**src/rtl/alarm_clock_pkg.sv**
```systemverilog
// Shared types, limits and time helpers for the multi-channel alarm clock.
// Optional build macro ALARM_SNOOZE_EN enables the snooze path in alarm_channel.
package alarm_clock_pkg;

    typedef struct packed {
        logic [7:0] hh;
        logic [7:0] mm;
        logic [7:0] ss;
    } time_t;

    typedef enum logic [1:0] {
        DISARMED = 2'd0,
        ARMED    = 2'd1,
        RINGING  = 2'd2,
        SNOOZE   = 2'd3
    } chan_state_e;

    localparam logic [7:0] MAX_HH = 8'd23;
    localparam logic [7:0] MAX_MM = 8'd59;
    localparam logic [7:0] MAX_SS = 8'd59;

    function automatic logic time_valid(input time_t t);
        return (t.hh <= MAX_HH) && (t.mm <= MAX_MM) && (t.ss <= MAX_SS);
    endfunction

    // One-second increment with minute/hour carries and midnight wrap.
    function automatic time_t time_inc(input time_t t);
        time_t r;
        r = t;
        if (t.ss == MAX_SS) begin
            r.ss = 8'd0;
            if (t.mm == MAX_MM) begin
                r.mm = 8'd0;
                if (t.hh == MAX_HH) begin
                    r.hh = 8'd0;
                end else begin
                    r.hh = t.hh + 8'd1;
                end
            end else begin
                r.mm = t.mm + 8'd1;
            end
        end else begin
            r.ss = t.ss + 8'd1;
        end
        return r;
    endfunction

endpackage

```
**src/rtl/alarm_channel.sv**
```systemverilog
// One alarm channel: stored alarm time, match comparator, ring FSM with timeout.
// Snooze state and countdown exist only when ALARM_SNOOZE_EN is defined.
module alarm_channel
    import alarm_clock_pkg::*;
#(
    parameter int RING_SECS   = 60,
    parameter int SNOOZE_SECS = 300
) (
    input  logic  clk,
    input  logic  reset,
    input  logic  tick_i,
    input  time_t next_time_i,
    input  logic  wr_i,
    input  logic  wr_en_i,
    input  time_t wr_time_i,
    input  logic  ack_i,
    input  logic  snooze_i,
    output logic  ring_o
);

    localparam int RW = (RING_SECS > 1) ? $clog2(RING_SECS) : 1;
    localparam logic [RW-1:0] RING_TC = RW'((RING_SECS > 0) ? RING_SECS - 1 : 0);

    chan_state_e   state_q;
    time_t         alm_q;
    logic [RW-1:0] ring_cnt_q;
    logic          ring_q;
    logic          match_s;
    logic          ring_done_s;

    // The comparison is against the time being loaded on this tick edge.
    assign match_s     = tick_i && (next_time_i == alm_q);
    assign ring_done_s = (RING_SECS != 0) && (ring_cnt_q == RING_TC);

`ifdef ALARM_SNOOZE_EN
    localparam int SW = (SNOOZE_SECS > 1) ? $clog2(SNOOZE_SECS + 1) : 1;
    localparam logic [SW-1:0] SNZ_LOAD = SW'(SNOOZE_SECS);

    logic [SW-1:0] snz_cnt_q;
`else
    logic unused_snooze_s;
    assign unused_snooze_s = snooze_i | (SNOOZE_SECS == 0);
`endif

    // Channel FSM; ring_q is updated alongside the state so it equals (state == RINGING).
    always_ff @(posedge clk) begin
        if (reset) begin
            state_q    <= DISARMED;
            alm_q      <= '0;
            ring_cnt_q <= '0;
            ring_q     <= 1'b0;
`ifdef ALARM_SNOOZE_EN
            snz_cnt_q  <= '0;
`endif
        end else if (wr_i) begin
            alm_q      <= wr_time_i;
            state_q    <= wr_en_i ? ARMED : DISARMED;
            ring_cnt_q <= '0;
            ring_q     <= 1'b0;
`ifdef ALARM_SNOOZE_EN
            snz_cnt_q  <= '0;
`endif
        end else begin
            case (state_q)
                ARMED: begin
                    if (match_s) begin
                        state_q    <= RINGING;
                        ring_cnt_q <= '0;
                        ring_q     <= 1'b1;
                    end
                end
                RINGING: begin
                    if (ack_i) begin
                        state_q <= ARMED;
                        ring_q  <= 1'b0;
                    end
`ifdef ALARM_SNOOZE_EN
                    else if (snooze_i) begin
                        state_q   <= SNOOZE;
                        snz_cnt_q <= SNZ_LOAD;
                        ring_q    <= 1'b0;
                    end
`endif
                    else if (tick_i) begin
                        if (ring_done_s) begin
                            state_q <= ARMED;
                            ring_q  <= 1'b0;
                        end else begin
                            ring_cnt_q <= ring_cnt_q + RW'(1);
                        end
                    end
                end
`ifdef ALARM_SNOOZE_EN
                SNOOZE: begin
                    if (ack_i) begin
                        state_q <= ARMED;
                    end else if (tick_i) begin
                        if (snz_cnt_q <= SW'(1)) begin
                            state_q    <= RINGING;
                            ring_cnt_q <= '0;
                            ring_q     <= 1'b1;
                        end else begin
                            snz_cnt_q <= snz_cnt_q - SW'(1);
                        end
                    end
                end
`endif
                default: begin
                    state_q <= state_q;
                    ring_q  <= 1'b0;
                end
            endcase
        end
    end

    assign ring_o = ring_q;

endmodule

```
**src/rtl/alarm_clock_multi.sv**
```systemverilog
// 24h time-of-day counter with seconds prescaler and NUM_ALARMS alarm channels.
// Build macro ALARM_SNOOZE_EN adds per-channel snooze (see alarm_channel).
module alarm_clock_multi
    import alarm_clock_pkg::*;
#(
    parameter int TICK_DIV    = 1,
    parameter int NUM_ALARMS  = 4,
    parameter int RING_SECS   = 60,
    parameter int SNOOZE_SECS = 300
) (
    input  logic                  clk,
    input  logic                  reset,
    input  logic                  set_valid,
    input  logic [7:0]            set_hh,
    input  logic [7:0]            set_mm,
    input  logic [7:0]            set_ss,
    input  logic                  alm_wr,
    input  logic [3:0]            alm_idx,
    input  logic                  alm_en,
    input  logic [7:0]            alm_hh,
    input  logic [7:0]            alm_mm,
    input  logic [7:0]            alm_ss,
    input  logic [NUM_ALARMS-1:0] ack,
    input  logic [NUM_ALARMS-1:0] snooze,
    output logic [7:0]            hours,
    output logic [7:0]            minutes,
    output logic [7:0]            seconds,
    output logic                  sec_tick,
    output logic                  set_err,
    output logic [NUM_ALARMS-1:0] ring,
    output logic                  alarm
);

    localparam int PW = (TICK_DIV > 1) ? $clog2(TICK_DIV) : 1;
    localparam logic [PW-1:0] PRE_TC = PW'(TICK_DIV - 1);

    logic [PW-1:0]         pre_q;
    logic [PW-1:0]         pre_d;
    time_t                 time_q;
    time_t                 time_d;
    time_t                 next_time_s;
    time_t                 set_time_s;
    time_t                 alm_time_s;
    logic                  set_ok_s;
    logic                  set_bad_s;
    logic                  idx_ok_s;
    logic                  alm_ok_s;
    logic                  alm_bad_s;
    logic                  tick_s;
    logic                  sec_tick_q;
    logic                  set_err_q;
    logic [NUM_ALARMS-1:0] wr_s;
    logic [NUM_ALARMS-1:0] ring_s;

    // Set/write validation, prescaler and time next-state; a valid set suppresses the tick.
    always_comb begin
        set_time_s  = '{hh: set_hh, mm: set_mm, ss: set_ss};
        alm_time_s  = '{hh: alm_hh, mm: alm_mm, ss: alm_ss};
        set_ok_s    = set_valid && time_valid(set_time_s);
        set_bad_s   = set_valid && !time_valid(set_time_s);
        idx_ok_s    = ({1'b0, alm_idx} < 5'(NUM_ALARMS));
        alm_ok_s    = alm_wr && idx_ok_s && time_valid(alm_time_s);
        alm_bad_s   = alm_wr && idx_ok_s && !time_valid(alm_time_s);
        tick_s      = (pre_q == PRE_TC) && !set_ok_s;
        next_time_s = time_inc(time_q);
        if (set_ok_s) begin
            pre_d  = '0;
            time_d = set_time_s;
        end else if (tick_s) begin
            pre_d  = '0;
            time_d = next_time_s;
        end else begin
            pre_d  = pre_q + PW'(1);
            time_d = time_q;
        end
    end

    // Per-channel write strobes; out-of-range indices decode to nothing.
    always_comb begin
        wr_s = '0;
        for (int i = 0; i < NUM_ALARMS; i++) begin
            wr_s[i] = alm_ok_s && (alm_idx == 4'(i));
        end
    end

    // Time, prescaler and registered pulse outputs.
    always_ff @(posedge clk) begin
        if (reset) begin
            pre_q      <= '0;
            time_q     <= '0;
            sec_tick_q <= 1'b0;
            set_err_q  <= 1'b0;
        end else begin
            pre_q      <= pre_d;
            time_q     <= time_d;
            sec_tick_q <= tick_s;
            set_err_q  <= set_bad_s || alm_bad_s;
        end
    end

    for (genvar gi = 0; gi < NUM_ALARMS; gi++) begin : g_chan
        alarm_channel #(
            .RING_SECS   (RING_SECS),
            .SNOOZE_SECS (SNOOZE_SECS)
        ) u_chan (
            .clk         (clk),
            .reset       (reset),
            .tick_i      (tick_s),
            .next_time_i (next_time_s),
            .wr_i        (wr_s[gi]),
            .wr_en_i     (alm_en),
            .wr_time_i   (alm_time_s),
            .ack_i       (ack[gi]),
            .snooze_i    (snooze[gi]),
            .ring_o      (ring_s[gi])
        );
    end

    assign hours    = time_q.hh;
    assign minutes  = time_q.mm;
    assign seconds  = time_q.ss;
    assign sec_tick = sec_tick_q;
    assign set_err  = set_err_q;
    assign ring     = ring_s;
    assign alarm    = |ring_s;

endmodule

```
**config.mk**
```make
export PLATFORM = sky130hd
export DESIGN_NAME = alarm_clock_multi
export DESIGN_NICKNAME = d
export VERILOG_FILES = /design/src/rtl/alarm_clock_pkg.sv /design/src/rtl/alarm_channel.sv /design/src/rtl/alarm_clock_multi.sv
export SDC_FILE = /design/constraint.sdc
export NUM_CORES = 1
export LEC_CHECK = 0
export ABC_AREA = 1
export CORE_ASPECT_RATIO = 0.8
export CORE_MARGIN = 5
export CORE_UTILIZATION = 50
export DETAILED_ROUTE_END_ITERATION = 10
export MAX_ROUTING_LAYER = met4
export PLACE_DENSITY = 0.72
export SETUP_SLACK_MARGIN = 0.1
export SYNTH_ARGS = -nofsm -noshare
export SYNTH_HDL_FRONTEND = slang
export SYNTH_SLANG_ARGS = --single-unit
```
**constraint.sdc**
```tcl
create_clock -name clk -period 6.7 [get_ports clk]
set_input_delay 1.005 -clock clk [delete_from_list [all_inputs] [get_ports clk]]
set_output_delay 1.005 -clock clk [all_outputs]
set_load 0.005 [all_outputs]
```
Word-level counts from Yosys, hierarchy flattened. Index checks and enable logic that the tools add are counted.

Add/sub/neg operators: 8. Order comparisons: 7. Equal/unequal tests: 58. Muxes and demuxes: 72. Bitwise logic cells: 1. Reductions and logical operators: 50.

Operators with widths (count): == test 24 bit (4); two-way mux 6 bit (16); two-way mux 24 bit (2); case mux 6 bit (2 select lines) (4); two-way mux 2 bit (20); <= comparator 8 x 6 -> 1 bit (second input constant) (4); two-way mux 8 bit (4); adder 6 x 1 -> 6 bit (second input constant) (4); adder 8 x 1 -> 8 bit (second input constant) (3); == test 6 bit (second input constant) (4); inequality test 2 bit (second input constant) (11); inequality test 4 x 2 -> 1 bit (second input constant) (5); AND reduction 5 bit (4); logical AND 1 bit (18); two-way mux 1 bit (17); == test 8 x 6 -> 1 bit (second input constant) (2); <= comparator 8 x 5 -> 1 bit (second input constant) (2); two-way mux 16 bit (1); case mux 2 bit (2 select lines) (4); AND reduction 4 bit (4); inequality test 3 x 2 -> 1 bit (second input constant) (5); inequality test 3 x 1 -> 1 bit (second input constant) (4); inequality test 4 x 3 -> 1 bit (second input constant) (3); AND reduction 3 bit (4); 19 further kinds (47).

Flip-flop bits (word level): 159. Input port bits: 65. Output and inout bits: 31.

Longest topological paths before layout.
Depth after elaboration: 10. Gate-level depth with buffers: 20.

Modules after synthesis. A second synthesis with hierarchy kept.

Cells, all modules: 1648. Area total of the unflattened synthesis: 9818.2 um^2.

Modules (own cells, without submodules): alarm_channel (times used 4, cells each 324, area each 1931.9 um^2, sequential area each 660.6 um^2); alarm_clock_multi (times used 1, cells each 352, area each 2090.8 um^2, sequential area each 540.5 um^2).

Least setup slack after synthesis. Ideal clock, no wire load.

Kind: input -> register. From: input alm_hh[7]. To: register g_chan[1].u_chan.ring_cnt_q[0]. Library setup time: 0.118 ns. Data arrival time: 2.504 ns. Setup slack: 4.077 ns. Cell stages on the path: 9. Cells stage by stage: nor4_1 o21ai_0 nor3_1 nand2_1 nor3_1 inv_1 nand2_1 o21bai_1 nor2_1.

Longest elaborated chain between the ends: 6.

RTL lines: start: declaration (RTL line alarm_clock_multi.sv:20) `input logic [7:0] alm_hh,`; <= comparator 8 x 5 -> 1 bit (RTL line alarm_clock_pkg.sv:23) `return (t.hh <= MAX_HH) && (t.mm <= MAX_MM) && (t.ss <= MAX_SS);`; logical AND 1 bit (2 in series) (RTL line alarm_clock_pkg.sv:23); logical AND 1 bit (RTL line alarm_clock_multi.sv:62) `alm_ok_s = alm_wr && idx_ok_s && time_valid(alm_time_s);`; logical AND 1 bit (RTL line alarm_clock_multi.sv:82) `wr_s[i] = alm_ok_s && (alm_idx == 4'(i));`; OR reduction 2 bit (no source line); end signal: assignment (RTL line alarm_channel.sv:89) `ring_cnt_q <= ring_cnt_q + RW'(1);`; end: declaration (RTL line alarm_channel.sv:26) `logic [RW-1:0] ring_cnt_q;`.

Every way passes these cells. A chain may end at the register's enable or synchronous reset.

Final worst setup path.
From: register time_q, in the netlist seconds[0]. To: register g_chan[3].u_chan.ring_cnt_q[0].

Longest elaborated chain between the ends: 6.

RTL lines: start: declaration (RTL line alarm_clock_multi.sv:39) `time_t time_q;`; start signal: assignment (RTL line alarm_clock_multi.sv:95) `time_q <= time_d;`; adder 8 x 1 -> 8 bit / == test 8 x 6 -> 1 bit (equally long branches) (RTL line alarm_clock_pkg.sv:43, alarm_clock_pkg.sv:30); two-way mux 8 bit / two-way mux 16 bit (equally long branches) (RTL line alarm_clock_pkg.sv:30) `if (t.ss == MAX_SS) begin`; == test 24 bit * (RTL line alarm_channel.sv:32) `assign match_s = tick_i && (next_time_i == alm_q);`; logical AND 1 bit * (RTL line alarm_channel.sv:32); inequality test 2 x 1 -> 1 bit (no source line) *; AND reduction 5 bit (no source line) *; end signal: assignment (RTL line alarm_channel.sv:89); end: declaration (RTL line alarm_channel.sv:26).

Every way passes the cells marked *; elsewhere a longest branch is shown, timed or not.

==> results by stage <==
Yosys:
- The synthesized design contains 0 enable-type register cells.
- Ranked by instance count, the synthesized netlist is headed by nand2_1 (354), inv_1 (169), dfxtp_1 (159).
- The mapped netlist covers around 9000 sq um.
- The number of warnings printed during yosys synthesis is 0.
- Of the post-synthesis cell area, the dominant cell type holds 0.357.
- The number of instances in the synthesized netlist is about 1400.
- Synthesis inferred 159 register bits.
- By area the synthesized netlist is led by dfxtp_1 (36%), nand2_1 (15%), inv_1 (7.1%), a21oi_1 (6.1%), nor2_1 (5.6%).
- The most repeated cell in the gate-level netlist after synthesis is nand2_1.
- After synthesis, the netlist uses 44 different library cells.
- The total nets after synthesis is between 1000 and 1500.
- dfxtp_1 takes more of the synthesized area than any other cell.
- The average instance in the mapped netlist occupies ~6.5 sq um.
- For this run, the register share of the synthesized area comes to 0.357.
- After synthesis, the share of flip-flops with an asynchronous set or reset is 0.
- For this run, the leading register cell type out of synthesis is dfxtp_1.

Power:
- The share of total power dissipated in sequential elements is 0.410.
- The static leakage power is roughly 4.5 nW.
- Summing internal, switching and leakage power gives approximately 2.5 mW.
- The maximum resistive drop on vdd is approximately 0.15 mV.
- In this run the power spent charging and discharging nets is a little over 0.7 mW.
- The switching power share of the total is 0.285.
- The clock network fraction of total power is 0.406.
- The share of total power dissipated in combinational logic is 0.184.
- In this run the power density over the cells is between 200 and 250 nW/um^2.
- Internal power comes to around 1.8 mW.

Routing:
- The post-detailed-route via-to-cell ratio is around 5.5.
- After detailed routing, the number of remaining DRC violations is 0.
- In this run, the number of DRC markers left after iteration 0 of detailed routing was approximately 900.
- For this block, the routed nets add up to 26100 um of wire.
- The overall via count from detail_route is just over 9000.
- The post-detailed-route wirelength per cell is around 16 um.
- Once detail routing completed, the nets flagged for antenna violations numbered 0.
- The first detailed-routing pass ran for 8 iterations.

Hold path:
- The worst min-delay path startpoint is g_chan[3].u_chan.alm_q[7]$_SDFFE_PP0P_.
- The path class of the tightest hold or removal check is reg -> reg.
- The hold path depth is 2.
- The worst hold path terminates at g_chan[3].u_chan.alm_q[7]$_SDFFE_PP0P_.

STA:
- Summed over all failing endpoints, the final setup total negative slack is 0 ps.
- Setup repair after global routing left no endpoint under its margin.
- The relative max-transition margin is 0.272.
- The worst path in the final design needs a cycle of 3890 ps, including I/O delays and setup.
- The post-route clock skew is ~8.6 ps.
- Of the available clock period, the critical path in the final layout requires 0.581.
- The transition time of the tightest slew-check pin is around 1100 ps.
- The final count of pins violating max slew is 0.
- The highest clock rate is about 260 MHz.
- The count of endpoints failing hold in the final timing report is 0.
- Setup violations remaining at the end of the flow were counted as 0.
- The minimum setup slack in the final design is 2810 ps.

GRT:
- The number of global-route vias before repair is slightly below 8000.
- The maximum number of pins on one net before global-route repair is 80.
- The initial antenna violation count is 0.
- The first global-routing pass estimated roughly 41000 um of wire.
- For this run, the total global-route usage over all layers was measured as 0.256.
- Global routing finished with a remaining overflow of 0.

Clocking:
- The number of clock sinks seen by CTS is 159.
- The number of setup buffers added after CTS is 0.
- The tree is rooted in a clkbuf_16.
- The number of hold buffers added after CTS was 0.
- The CTS buffer count is 17.
- In this run the number of H-tree levels came out at 4.
- Counting along the longest clock path gives a buffer depth of 2.
- The clock latency of the later-clocked register in the worst-skew pair is 440 ps.
- TritonCTS built the clock tree.
- The post-cts resize count is 0.
- The clock slew at the register clock pins of the worst setup and hold paths is approximately 60 ps.

Final layout:
- The repair_antennas step left the layout with diodes totalling 0.
- After the last flow step, the layout net total stands at approximately 1500.
- The layout cell share with drive strength beyond 1 is 0.0640.
- In the final layout, the multi-input gates occupy a little under 5000 sq um.
- The area overhead of the layout relative to synthesis is 18.4%.
- In the final layout, flip-flops and latches occupy between 3000 and 4000 sq um.
- The post-layout instance count excluding filler cells is roughly 1700.
- The number of fill cells is about 1700.

Die:
- The floorplan step defined a core boundary enclosing around 17000 sq um.
- The I/O pin count is between 90 and 100.
- The die covers ~21000 sq um.
- For this configuration, the core starts out at a cell density of 0.512.
- In this run the vertical extent of the chip is around 130 um.
- The floorplan has 43 rows.
- The die boundary width is between 150 and 200 um.

Flow run:
- The reported max-cap violation count is 0.

Setup path:
- The largest driver fanout on the critical path is 31.
- The largest stage delay on the critical path is around 630 ps.
- The kind of end point of the critical path is a flop.
- The cell that appears most often on the critical path is nand2_1.
- The critical path is of the reg -> reg type.
- The capturing point of the worst reg2reg path is g_chan[3].u_chan.ring_cnt_q[0]$_SDFFE_PP0P_.
- The number of buffers and inverters on the critical path is 0.
- The arrival time at the worst endpoint is ~4200 ps.
- STA puts the critical path data required time at 7030 ps.
- The kind of cell with the highest combined delay along the critical path is simple AND/OR/NAND/NOR gates.
- The reg2reg setup slack is ~2800 ps.
- Measured in cells, the most critical reg-to-reg path has a length of 16.
- The signal on the critical path passes through ha_1, nand3_1, nor2_4, nand2_2, nand2_1, nand3b_1, nand2_1, nand2_1, nor2_1, nand2_1, nor2_1, nand3_1, nand2_1, nand2_2, o21bai_2, nor2_1.
- The reg-to-reg critical path startpoint is seconds[0]$_SDFFE_PP0P_.
- The type of element launching the critical path is a flop.
- For this design, the slowest cell found on the critical path is nor2_4.

Placement:
- The worst setup slack after placement is approximately 2600 ps.
- The final weighted congestion in routability-driven placement is 0.941.
- The number of port buffers is 91.
- In this run, placement finished with an instance count of between 1500 and 2000.
- The wire-length estimate of the detail-placed layout is roughly 19000 um.

Status:
- The flow ran to the end, and the final reports show no timing, DRC or antenna violations.
==> metal layers <==
| layer | global-route usage | routed length, um | part of all wire |
|---|---|---|---|
| met4 | 0.0522 | 319 | 0.012 |
| met3 | 0.0642 | 2890 | 0.11 |
| met2 | 0.347 | 10100 | 0.39 |
| met5 | - | 0 | 0 |
| met1 | 0.381 | 12800 | 0.49 |
==> final cells by class <==
class | count | share of cell area
Timing Repair Buffer | 97 | 0.0900
Clock buffer | 21 | 0.0445
Sequential cell | 159 | 0.301
Clock inverter | 11 | 0.0130
Multi-Input combinational cell | 985 | 0.460
Inverter | 181 | 0.0643
Tap cell | 225 | 0.0266
==> power by group through the flow <==
stage               sequential [mW]  clock, mW  combinational (mW)
floorplan                      1.03          0               0.324
global placement               1.04          0               0.444
detailed placement             1.04          0               0.454
CTS                            1.02       1.02               0.457
global route                   1.02       1.06               0.518
finish                         1.02       1.01               0.458
==> cells in the final DEF (no fill, tap or decap), types with 5 or more instances in the layout <==
cell	Yosys	routed
a21oi_1	108	108
nand3_2	9	9
inv_2	9	9
clkbuf_16	0	17
nor2_1	133	133
dfxtp_1	159	159
inv_1	169	168
o21ai_1	5	5
clkdlybuf4s50_1	0	90
o32ai_1	6	6
xor2_1	27	27
clkinv_2	0	5
nand2_1	354	354
nand3_1	97	97
o21ai_0	84	84
ha_1	15	15
a221oi_1	5	5
nor3_1	35	32
nand4_1	31	31
nand3b_1	19	19
nand2_2	19	19
buf_4	5	6
==> state kept, by name (all words and copies together), names as in the netlist <==
name                      flops
hours                         8
minutes                       8
g_chan.u_chan.ring_o          4
sec_tick                      1
g_chan.u_chan.ring_cnt_q     24
g_chan.u_chan.state_q         8
pre_q                         1
g_chan.u_chan.alm_q          96
set_err                       1
seconds                       8
==> worst max path at each step <==
stage,startpoint,end,slack (ps),depth (start not counted)
final,seconds[0]$_SDFFE_PP0P_,g_chan[3].u_chan.ring_cnt_q[0]$_SDFFE_PP0P_,2810,16
after global routing,seconds[0]$_SDFFE_PP0P_,g_chan[3].u_chan.ring_cnt_q[5]$_SDFFE_PP0P_,2520,15
after CTS,seconds[0]$_SDFFE_PP0P_,g_chan[3].u_chan.ring_cnt_q[0]$_SDFFE_PP0P_,2930,16
after detailed placement,set_ss[5],g_chan[1].u_chan.ring_cnt_q[0]$_SDFFE_PP0P_,2620,19
after global placement,set_mm[5],g_chan[1].u_chan.ring_cnt_q[0]$_SDFFE_PP0P_,2620,19
after floorplan,alm_hh[7],g_chan[1].u_chan.ring_cnt_q[0]$_SDFFE_PP0P_,4080,9
==> metrics by stage <==
step / area [sq um] / utilization / hold WS, ps
2_1_floorplan: 8920 / - / 431
3_3_place_gp: 9960 / 0.571 / 441
3_5_place_dp: 9960 / 0.571 / 450
4_1_cts: 10600 / 0.606 / 459
5_1_grt: 10600 / 0.606 / 477
6_report: 10600 / 0.606 / 457
==> worst min-delay path, cell delays in order, from the launching register on <==
cell,delay [ps]
dfxtp_1,320
nand2_1,60
nor2_1,30
==> kinds of logic (layout without fill, tap and decap cells) <==
kind of cell             after synthesis  count (layout)  share of synthesized area
AND/OR/NAND/NOR                      712             712                      0.352
adder cells (fa/ha/maj)               15              15                     0.0210
AO/OA/AOI/OAI                        227             227                      0.139
flip-flops                           159             159                      0.357
other                                  1               1                   0.000420
XOR/XNOR                              30              30                     0.0294
buffers and inverters                227             310                      0.101
Power figures use the tool's default switching activity.
